<file path="config.mk">
export PLATFORM = sky130hd
export DESIGN_NAME = ring_phase_monitor
export DESIGN_NICKNAME = d
export VERILOG_FILES = /design/src/rtl/ring_phase_monitor.sv
export SDC_FILE = /design/constraint.sdc
export NUM_CORES = 1
export LEC_CHECK = 0
export CAP_MARGIN = 20
export CORE_ASPECT_RATIO = 1.25
export CORE_MARGIN = 2
export CORE_UTILIZATION = 50
export CTS_CLUSTER_SIZE = 10
export DETAILED_ROUTE_END_ITERATION = 12
export GPL_TIMING_DRIVEN = 1
export PLACE_DENSITY = 0.82
export SLEW_MARGIN = 20
export SYNTH_ARGS = -nofsm -noshare
export SYNTH_HDL_FRONTEND = slang
export SYNTH_SLANG_ARGS = --single-unit
</file>
<file path="constraint.sdc">
create_clock -name clk -period 3.3 [get_ports clk]
set_input_delay 0.825 -clock clk [delete_from_list [all_inputs] [get_ports clk]]
set_output_delay 0.825 -clock clk [all_outputs]
set_load 0.005 [all_outputs]
</file>
<file path="src/rtl/ring_phase_monitor.sv">
// ring_phase_monitor: checks that a one-hot ring word rotates left or holds, encodes the hot bit to a phase,
// counts revolutions and tracks HUNT/LOCKED/ERROR lock status. Define RPM_STALL_DET_EN for the stall detector.
`timescale 1ns/1ps
module ring_phase_monitor #(
  parameter int WIDTH       = 8,
  parameter int REV_W       = 8,
  parameter int ERR_LIMIT   = 3,
  parameter int STALL_LIMIT = 16
) (
  input  logic                     clk,
  input  logic                     reset,
  input  logic [WIDTH-1:0]         ring_in,
  input  logic                     sync_clr,
  output logic [$clog2(WIDTH)-1:0] phase,
  output logic                     phase_valid,
  output logic                     rev_tick,
  output logic [REV_W-1:0]         rev_count,
  output logic [1:0]               state,
  output logic                     err_sticky,
  output logic                     stall
);
  localparam int PW = $clog2(WIDTH);
  localparam int MW = $clog2(ERR_LIMIT + 1);
  localparam logic [MW-1:0] MISS_MAX = MW'(ERR_LIMIT);

  typedef enum logic [1:0] {HUNT = 2'b00, LOCKED = 2'b01, ERROR = 2'b10} state_t;

  if (WIDTH < 2 || ERR_LIMIT < 1 || STALL_LIMIT < 1) begin : g_param_check
    $error("ring_phase_monitor: illegal parameter value");
  end

  logic [WIDTH-1:0] s_cur, s_prev;
  logic [MW-1:0]    miss, nxt_miss;
  state_t           cur_state, nxt_state;
  logic [PW-1:0]    nxt_phase;
  logic [REV_W-1:0] nxt_rev;
  logic             nxt_valid, nxt_tick, nxt_err;
  logic             adv, hold, good, wrap;

  function automatic logic is_onehot(input logic [WIDTH-1:0] x);
    return (x != '0) && ((x & (x - WIDTH'(1))) == '0);
  endfunction

  function automatic logic [PW-1:0] hot_index(input logic [WIDTH-1:0] x);
    logic [PW-1:0] idx;
    idx = '0;
    for (int i = 0; i < WIDTH; i++)
      if (x[i]) idx = idx | PW'(i);
    return idx;
  endfunction

  assign adv   = (s_cur == {s_prev[WIDTH-2:0], s_prev[WIDTH-1]});
  assign hold  = (s_cur == s_prev);
  assign good  = is_onehot(s_cur) && is_onehot(s_prev) && (adv || hold);
  // Completed revolution: the top bit wrapped around into bit 0.
  assign wrap  = good && adv && s_prev[WIDTH-1] && s_cur[0];
  assign state = cur_state;

  // NOTE: every signal gets a default before the case so no path leaves it unassigned (no latches).
  always_comb begin
    nxt_state = cur_state;
    nxt_miss  = miss;
    nxt_phase = phase;
    nxt_valid = 1'b0;
    nxt_tick  = 1'b0;
    nxt_rev   = rev_count;
    nxt_err   = err_sticky;
    if (sync_clr) begin
      nxt_state = HUNT;
      nxt_miss  = '0;
      nxt_rev   = '0;
      nxt_err   = 1'b0;
    end else begin
      unique case (cur_state)
        HUNT: begin
          if (good) begin
            nxt_state = LOCKED;
            nxt_phase = hot_index(s_cur);
            nxt_valid = 1'b1;
          end
        end
        LOCKED: begin
          if (good) begin
            nxt_miss  = '0;
            nxt_phase = hot_index(s_cur);
            nxt_valid = 1'b1;
            if (wrap) begin
              nxt_tick = 1'b1;
              nxt_rev  = rev_count + REV_W'(1);
            end
          end else begin
            nxt_miss = miss + MW'(1);
            if (miss + MW'(1) == MISS_MAX) begin
              nxt_state = ERROR;
              nxt_err   = 1'b1;
            end
          end
        end
        ERROR:   ;
        default: nxt_state = HUNT;
      endcase
    end
  end

  // NOTE: sequential state uses non-blocking assignments so every register samples pre-edge values.
  always_ff @(posedge clk or negedge reset) begin
    if (!reset) begin
      s_cur       <= '0;
      s_prev      <= '0;
      miss        <= '0;
      cur_state   <= HUNT;
      phase       <= '0;
      phase_valid <= 1'b0;
      rev_tick    <= 1'b0;
      rev_count   <= '0;
      err_sticky  <= 1'b0;
    end else begin
      s_cur       <= ring_in;
      s_prev      <= s_cur;
      miss        <= nxt_miss;
      cur_state   <= nxt_state;
      phase       <= nxt_phase;
      phase_valid <= nxt_valid;
      rev_tick    <= nxt_tick;
      rev_count   <= nxt_rev;
      err_sticky  <= nxt_err;
    end
  end

`ifdef RPM_STALL_DET_EN
  localparam int SW = $clog2(STALL_LIMIT + 1);
  localparam logic [SW-1:0] STALL_MAX = SW'(STALL_LIMIT);
  logic [SW-1:0] stall_cnt;

  // Counts consecutive holds while LOCKED; any movement or state change restarts it.
  always_ff @(posedge clk or negedge reset) begin
    if (!reset)
      stall_cnt <= '0;
    else if (sync_clr || adv || (nxt_state != cur_state))
      stall_cnt <= '0;
    else if (cur_state == LOCKED && hold && stall_cnt != STALL_MAX)
      stall_cnt <= stall_cnt + SW'(1);
  end

  assign stall = (stall_cnt == STALL_MAX);
`else
  assign stall = 1'b0;
`endif

endmodule

</file>
==> impl_metrics.json, run 1 <==
{
  "insertion_delay_ps": 290,
  "post_cts_buffers": 0,
  "critPathKind": "flip-flop to flip-flop",
  "layout_commonest_cell": "dfrtp_1",
  "cts_tree": "built",
  "syn_area_sq_mm": 0.001783,
  "gp_congestion": 0.8511,
  "cts_sinks": 34,
  "slew_headroom_pct": 49.70,
  "start_util_pct": 51.63,
  "ys_types": 45,
  "cts_buffers": 5,
  "worstHoldPathType": "flip-flop to flip-flop",
  "rows": 24,
  "period_needed_ps": 2694,
  "clk_path_buf_depth": 2,
  "cp_max_fo": 7,
  "io-pin-count": 28,
  "fin_nets": 205,
  "r2r_setup_slack_ps": 610,
  "start_kind": "flip-flop",
  "synth_fp_nets": 179,
  "critPathRequiredTime_ps": 3480,
  "dr_wl_met2_mm": 1.807,
  "hold_start": "phase[2]",
  "place_area_sq_mm": 0.002058,
  "rr_worst_depth": 5,
  "route.top_layer_used": "met4",
  "yosys_warnings": 0,
  "finalHoldViolCount": 0,
  "finClkSkew_ps": 4.443,
  "tightest_slew_ps": 747.6,
  "hold_path_depth": 1,
  "dp.final_hpwl_mm": 2.618,
  "cellLeakagePower_nw": 0.8701,
  "drt_iter0_drc": 49,
  "setup_tns_ps": 0,
  "clockRootBuffer": "clkbuf_8",
  "p_per_area_mw_per_mm2": 385.8,
  "seq_area_frac_synth_pct": 47.72,
  "stdcell_count": 232,
  "dr_wl_met3_um": 172,
  "drv_slew": 0,
  "final_antenna_net_count": 0,
  "antenna_found_initial": 0,
  "endpoint_kind": "flip-flop",
  "rsz0062_at_grt": "false",
  "synth-async-reset-ratio_pct": 100.0,
  "synth-main-ff-cell": "dfrtp_1",
  "wl_per_cell_um": 15.06,
  "wl_mm": 3.494,
  "vdd_drop_max_mv": 0.3263,
  "h-tree-depth": 2,
  "portBuffers": 26,
  "first_pass_iters": 4,
  "drc": 0,
  "vias": 1361,
  "wl_met1_mm": 1.369,
  "grt_pass1_vias": 1430,
  "grt_use_total_pct": 19.14,
  "holdWs_ps": 498.0,
  "cts_resized": 0,
  "grt.overflow.total": 0,
  "die_y_um": 70.77,
  "drive_above_1_share_pct": 10.88,
  "die-area_sq_mm": 0.004063,
  "final_area_sq_mm": 0.002153,
  "cts.clk_slew.worst_paths_ps": 70,
  "synth-seq-cells": 34,
  "max_freq_mhz": 371.1,
  "r2r-start": "s_cur[3]",
  "finalCritPeriodShare_pct": 81.65,
  "min_to": "phase[2]",
  "maxCapViolCount": 0,
  "final_cell_mix": "34 x dfrtp_1, 26 x clkdlybuf4s50_1, 16 x nor2_1, 16 x xor2_1, 9 x nor4_1",
  "rr_endpoint": "rev_count[7]",
  "grt_pass1_wl_mm": 6.016,
  "syn_area_per_cell_sq_um": 10.74,
  "grt_max_degree": 35,
  "postCtsHoldBufs": 0,
  "viasPerCell": 5.866,
  "crit_start": "s_cur[3]",
  "status": "complete, no violations",
  "core_sq_mm": 0.003453,
  "antenna_cells": 0,
  "crit_arrival_ps": 2870,
  "place_inst": 224,
  "synthCells": 166,
  "setup_viol": 0,
  "die_x_um": 57.41,
  "synth_edf_count": 0,
  "syn_to_final_growth_pct": 20.77
}
## cells in the mapped netlist, types with 2 or more instances
cell type	number	share of area (%)
dfrtp_1	34	48
nor2_1	16	3.4
xor2_1	16	7.9
nor4_1	9	3.2
mux2_1	8	5.1
clkbuf_1	6	1.3
nand2_1	6	1.3
nor2b_1	6	2.1
inv_1	5	1.1
a22oi_1	4	1.7
nand2b_1	4	1.4
nand4_1	4	1.4
nand3_1	3	0.84
nor4_2	3	2.1
or2_2	3	1.1
a21oi_1	2	0.56
buf_4	2	0.84
ha_1	2	1.4
nand3b_1	2	0.84
nor4b_1	2	0.98
o21ai_0	2	0.56
o31ai_1	2	0.84
o32ai_1	2	0.98
or4_1	2	0.84
## metrics by stage
stage	setup WS [ps]	utilization, %	power, mW
finish	605.7	62.36	0.8307
detailed placement	637.7	59.60	0.5230
global route	485.2	62.36	0.8679
global placement	779.5	59.60	0.5186
floorplan	1015	-	0.4928
CTS	626.3	62.36	0.8387
## sequential cells by signal (all words and copies together), names as in the netlist
signal / flops
s_prev: 8
phase_valid: 1
miss: 2
phase: 3
s_cur: 8
err_sticky: 1
rev_count: 8
rev_tick: 1
state: 2
## cell families after synthesis
group           share of synthesized area (%)
buf+inv                                 3.789
compound gates                          10.74
flops                                   47.72
other cells                            0.2103
simple gates                            21.54
fa+ha+maj                               1.403
mux                                     6.246
xor+xnor                                8.351
## worst max-delay path: stages, from the launching register on
cell and delay [ps]:
dfrtp_1 470, xor2_1 210, nor4_1 670, nand4_1 400, nor4_1 460, mux2_2 380
## how the worst max path moves through the flow
| stage | slack, ps | end |
|---|---|---|
| floorplan | 1010 | rev_count[3] |
| global placement | 780 | phase[0] |
| detailed placement | 640 | phase[0] |
| CTS | 630 | phase[0] |
| global route | 490 | phase[0] |
| finish | 610 | rev_count[7] |
## power breakdown
part	total (mW)	internal (mW)	switching, mW	leakage [nW]
clock network	0.315	0.167	0.148	0.0472
registers	0.448	0.427	0.0213	0.438
logic	0.0673	0.0315	0.0358	0.385
total	0.831	0.626	0.205	0.870
## routing by layer
metal	vias to the layer above	track usage [%]
met1	646	20.10
met4	0	10.85
met3	18	6.033
met5	-	0
met2	44	33.08
li1	653	-
## final cells by class
class	instances	area (sq um)
timing repair buffer	28	275.3
inverter	5	18.77
fill	267	1300
sequential	34	850.8
multi-input combinational	118	864.6
clock inverter	2	12.51
clock buffer	6	82.58
tap	39	48.80
(Power assumes the default switching activity.)
==> run 2: changes to the inputs <==
==> constraint.sdc (replaced) <==
create_clock -name clk -period 2.53 [get_ports clk]
set_input_delay 0.6325 -clock clk [delete_from_list [all_inputs] [get_ports clk]]
set_output_delay 0.6325 -clock clk [all_outputs]
set_load 0.005 [all_outputs]
==> run 2 against run 1 <==
Final cell count up 2.6%. Count of clock-buffer cells in the layout decreased by 1. Critical path type unchanged. Register-to-register slack worse by 510 ps. Total power increased by 42%. Core utilization up 2.8 points. Design area increased by 4.5%. Highest routed layer unchanged. Global-route usage up 0.89 points.
==> impl_metrics.json, run 2 (same netlist as run 1, synthesis figures left out) <==
{
  "status": "complete, no violations",
  "nFillCells": 266,
  "drive_above_1_share_pct": 16.08,
  "r2r-start": "s_prev[1]",
  "rsz0062_at_grt": "false",
  "rr_endpoint": "rev_count[5]",
  "insertion_delay_ps": 290,
  "antenna_found_initial": 0,
  "gp_congestion": 0.8941,
  "first_pass_iters": 4,
  "maxCapViolCount": 0,
  "viasPerCell": 5.769,
  "layout_commonest_cell": "dfrtp_1",
  "fin_nets": 211,
  "wl_per_cell_um": 15.47,
  "cp_cell_sequence": "or4_4, nor4_4, o2111ai_2, buf_4, nor4_1, mux2_1",
  "cts_sinks": 34,
  "slowest_stage": "or4_4",
  "final_cell_mix": "34 x dfrtp_1, 26 x clkdlybuf4s50_1, 16 x nor2_1, 16 x xor2_1",
  "drv_slew": 0,
  "antenna_cells": 0,
  "cellLeakagePower_nw": 0.9027,
  "period_needed_ps": 2432,
  "die_y_um": 70.77,
  "die_x_um": 57.41,
  "finalHoldViolCount": 0,
  "grt_pass1_vias": 1445,
  "portBuffers": 26,
  "core_sq_mm": 0.003453,
  "io-pin-count": 28,
  "crit_arrival_ps": 2610,
  "start_util_pct": 51.63,
  "setup_viol": 0,
  "min_to": "phase[1]",
  "finalCritPeriodShare_pct": 96.11,
  "rr_worst_depth": 6,
  "h-tree-depth": 2,
  "p_per_area_mw_per_mm2": 522.4,
  "drt_iter0_drc": 23,
  "hold_start": "phase[1]",
  "grt_use_total_pct": 20.03,
  "vdd_drop_max_mv": 0.6044,
  "cts.clk_slew.worst_paths_ps": 70,
  "setup_slack_ps": 98.31,
  "holdWs_ps": 486.9,
  "final_antenna_net_count": 0,
  "place_inst": 230,
  "wl_mm": 3.683,
  "r2r_setup_slack_ps": 100,
  "cts_buffers": 5,
  "top_regs": "rev_count x8, s_cur x8, s_prev x8",
  "grt.overflow.total": 0,
  "grt_pass1_wl_mm": 6.313,
  "clockRootBuffer": "clkbuf_8",
  "critPathRequiredTime_ps": 2710,
  "seq_area_sq_um": 850.8,
  "drc": 0,
  "finClkSkew_ps": 2.978,
  "endpoint_kind": "flip-flop",
  "clk_path_buf_depth": 2,
  "max_freq_mhz": 411.2,
  "place_area_sq_mm": 0.002103,
  "worstHoldPathType": "flip-flop to flip-flop",
  "cts_resized": 0,
  "cts_tree": "built",
  "multiInputGateArea_sq_um": 898.4,
  "setup_tns_ps": 0,
  "critPathKind": "flip-flop to flip-flop",
  "post_cts_buffers": 0,
  "rows": 24,
  "stdcell_count": 238,
  "die-area_sq_mm": 0.004063,
  "vias": 1373,
  "final_area_sq_mm": 0.002251,
  "cp_max_fo": 12,
  "post-place-ws_ps": 81.53,
  "critical_path.max_stage_delay_ps": 610,
  "syn_to_final_growth_pct": 26.25,
  "dp.final_hpwl_mm": 2.705,
  "start_kind": "flip-flop",
  "postCtsHoldBufs": 0,
  "hold_path_depth": 1,
  "grt_max_degree": 35
}
run 2: power breakdown:
group / switching, mW / internal (mW)
registers: 0.0296 / 0.556
logic: 0.0480 / 0.0439
clock network: 0.205 / 0.293
total: 0.283 / 0.893
run 2: how the worst max path moves through the flow:
stage | from | to | slack [ps] | cells after the start
CTS | s_prev[1] | rev_count[4] | 50 | 6
floorplan | s_prev[1] | rev_count[3] | 240 | 6
detailed placement | s_prev[1] | rev_count[4] | 80 | 6
global route | s_prev[1] | rev_count[4] | 10 | 6
global placement | sync_clr | phase[0] | 170 | 5
finish | s_prev[1] | rev_count[5] | 100 | 6
run 2: stage by stage:
stage	util [%]	total power, mW
floorplan	-	0.6428
global placement	60.91	0.6802
detailed placement	60.91	0.6851
CTS	64.20	1.186
global route	65.18	1.226
finish	65.18	1.176
run 2: cell type report:
class                   instances  share of cell area (%)
multi-input cells             118                   39.91
flip-flops and latches         34                   37.80
repair buffers                 34                   14.23
clock buffers                   5                   3.057
well taps                      39                   2.168
clock inverters                 3                   2.001
inverters                       5                  0.8338
run 2: critical path: cells and delay by family (launching register included):
kind,cells,cell delay (ps)
multiplexers,1,350
AND/OR/NAND/NOR,3,1100
AO/OA/AOI/OAI,1,190
buffers and inverters,1,220
flip-flops,1,450
run 2: per-layer routing:
metal / vias up / GRT usage (%) / wire (um) / share of wire (%)
li1: 659 / - / - / -
met1: 667 / 22.69 / 1500 / 41
met2: 38 / 35.73 / 1956 / 53
met3: 9 / 5.302 / 158 / 4.3
met4: 0 / 6.977 / 68 / 1.8
met5: - / 0 / 0 / 0
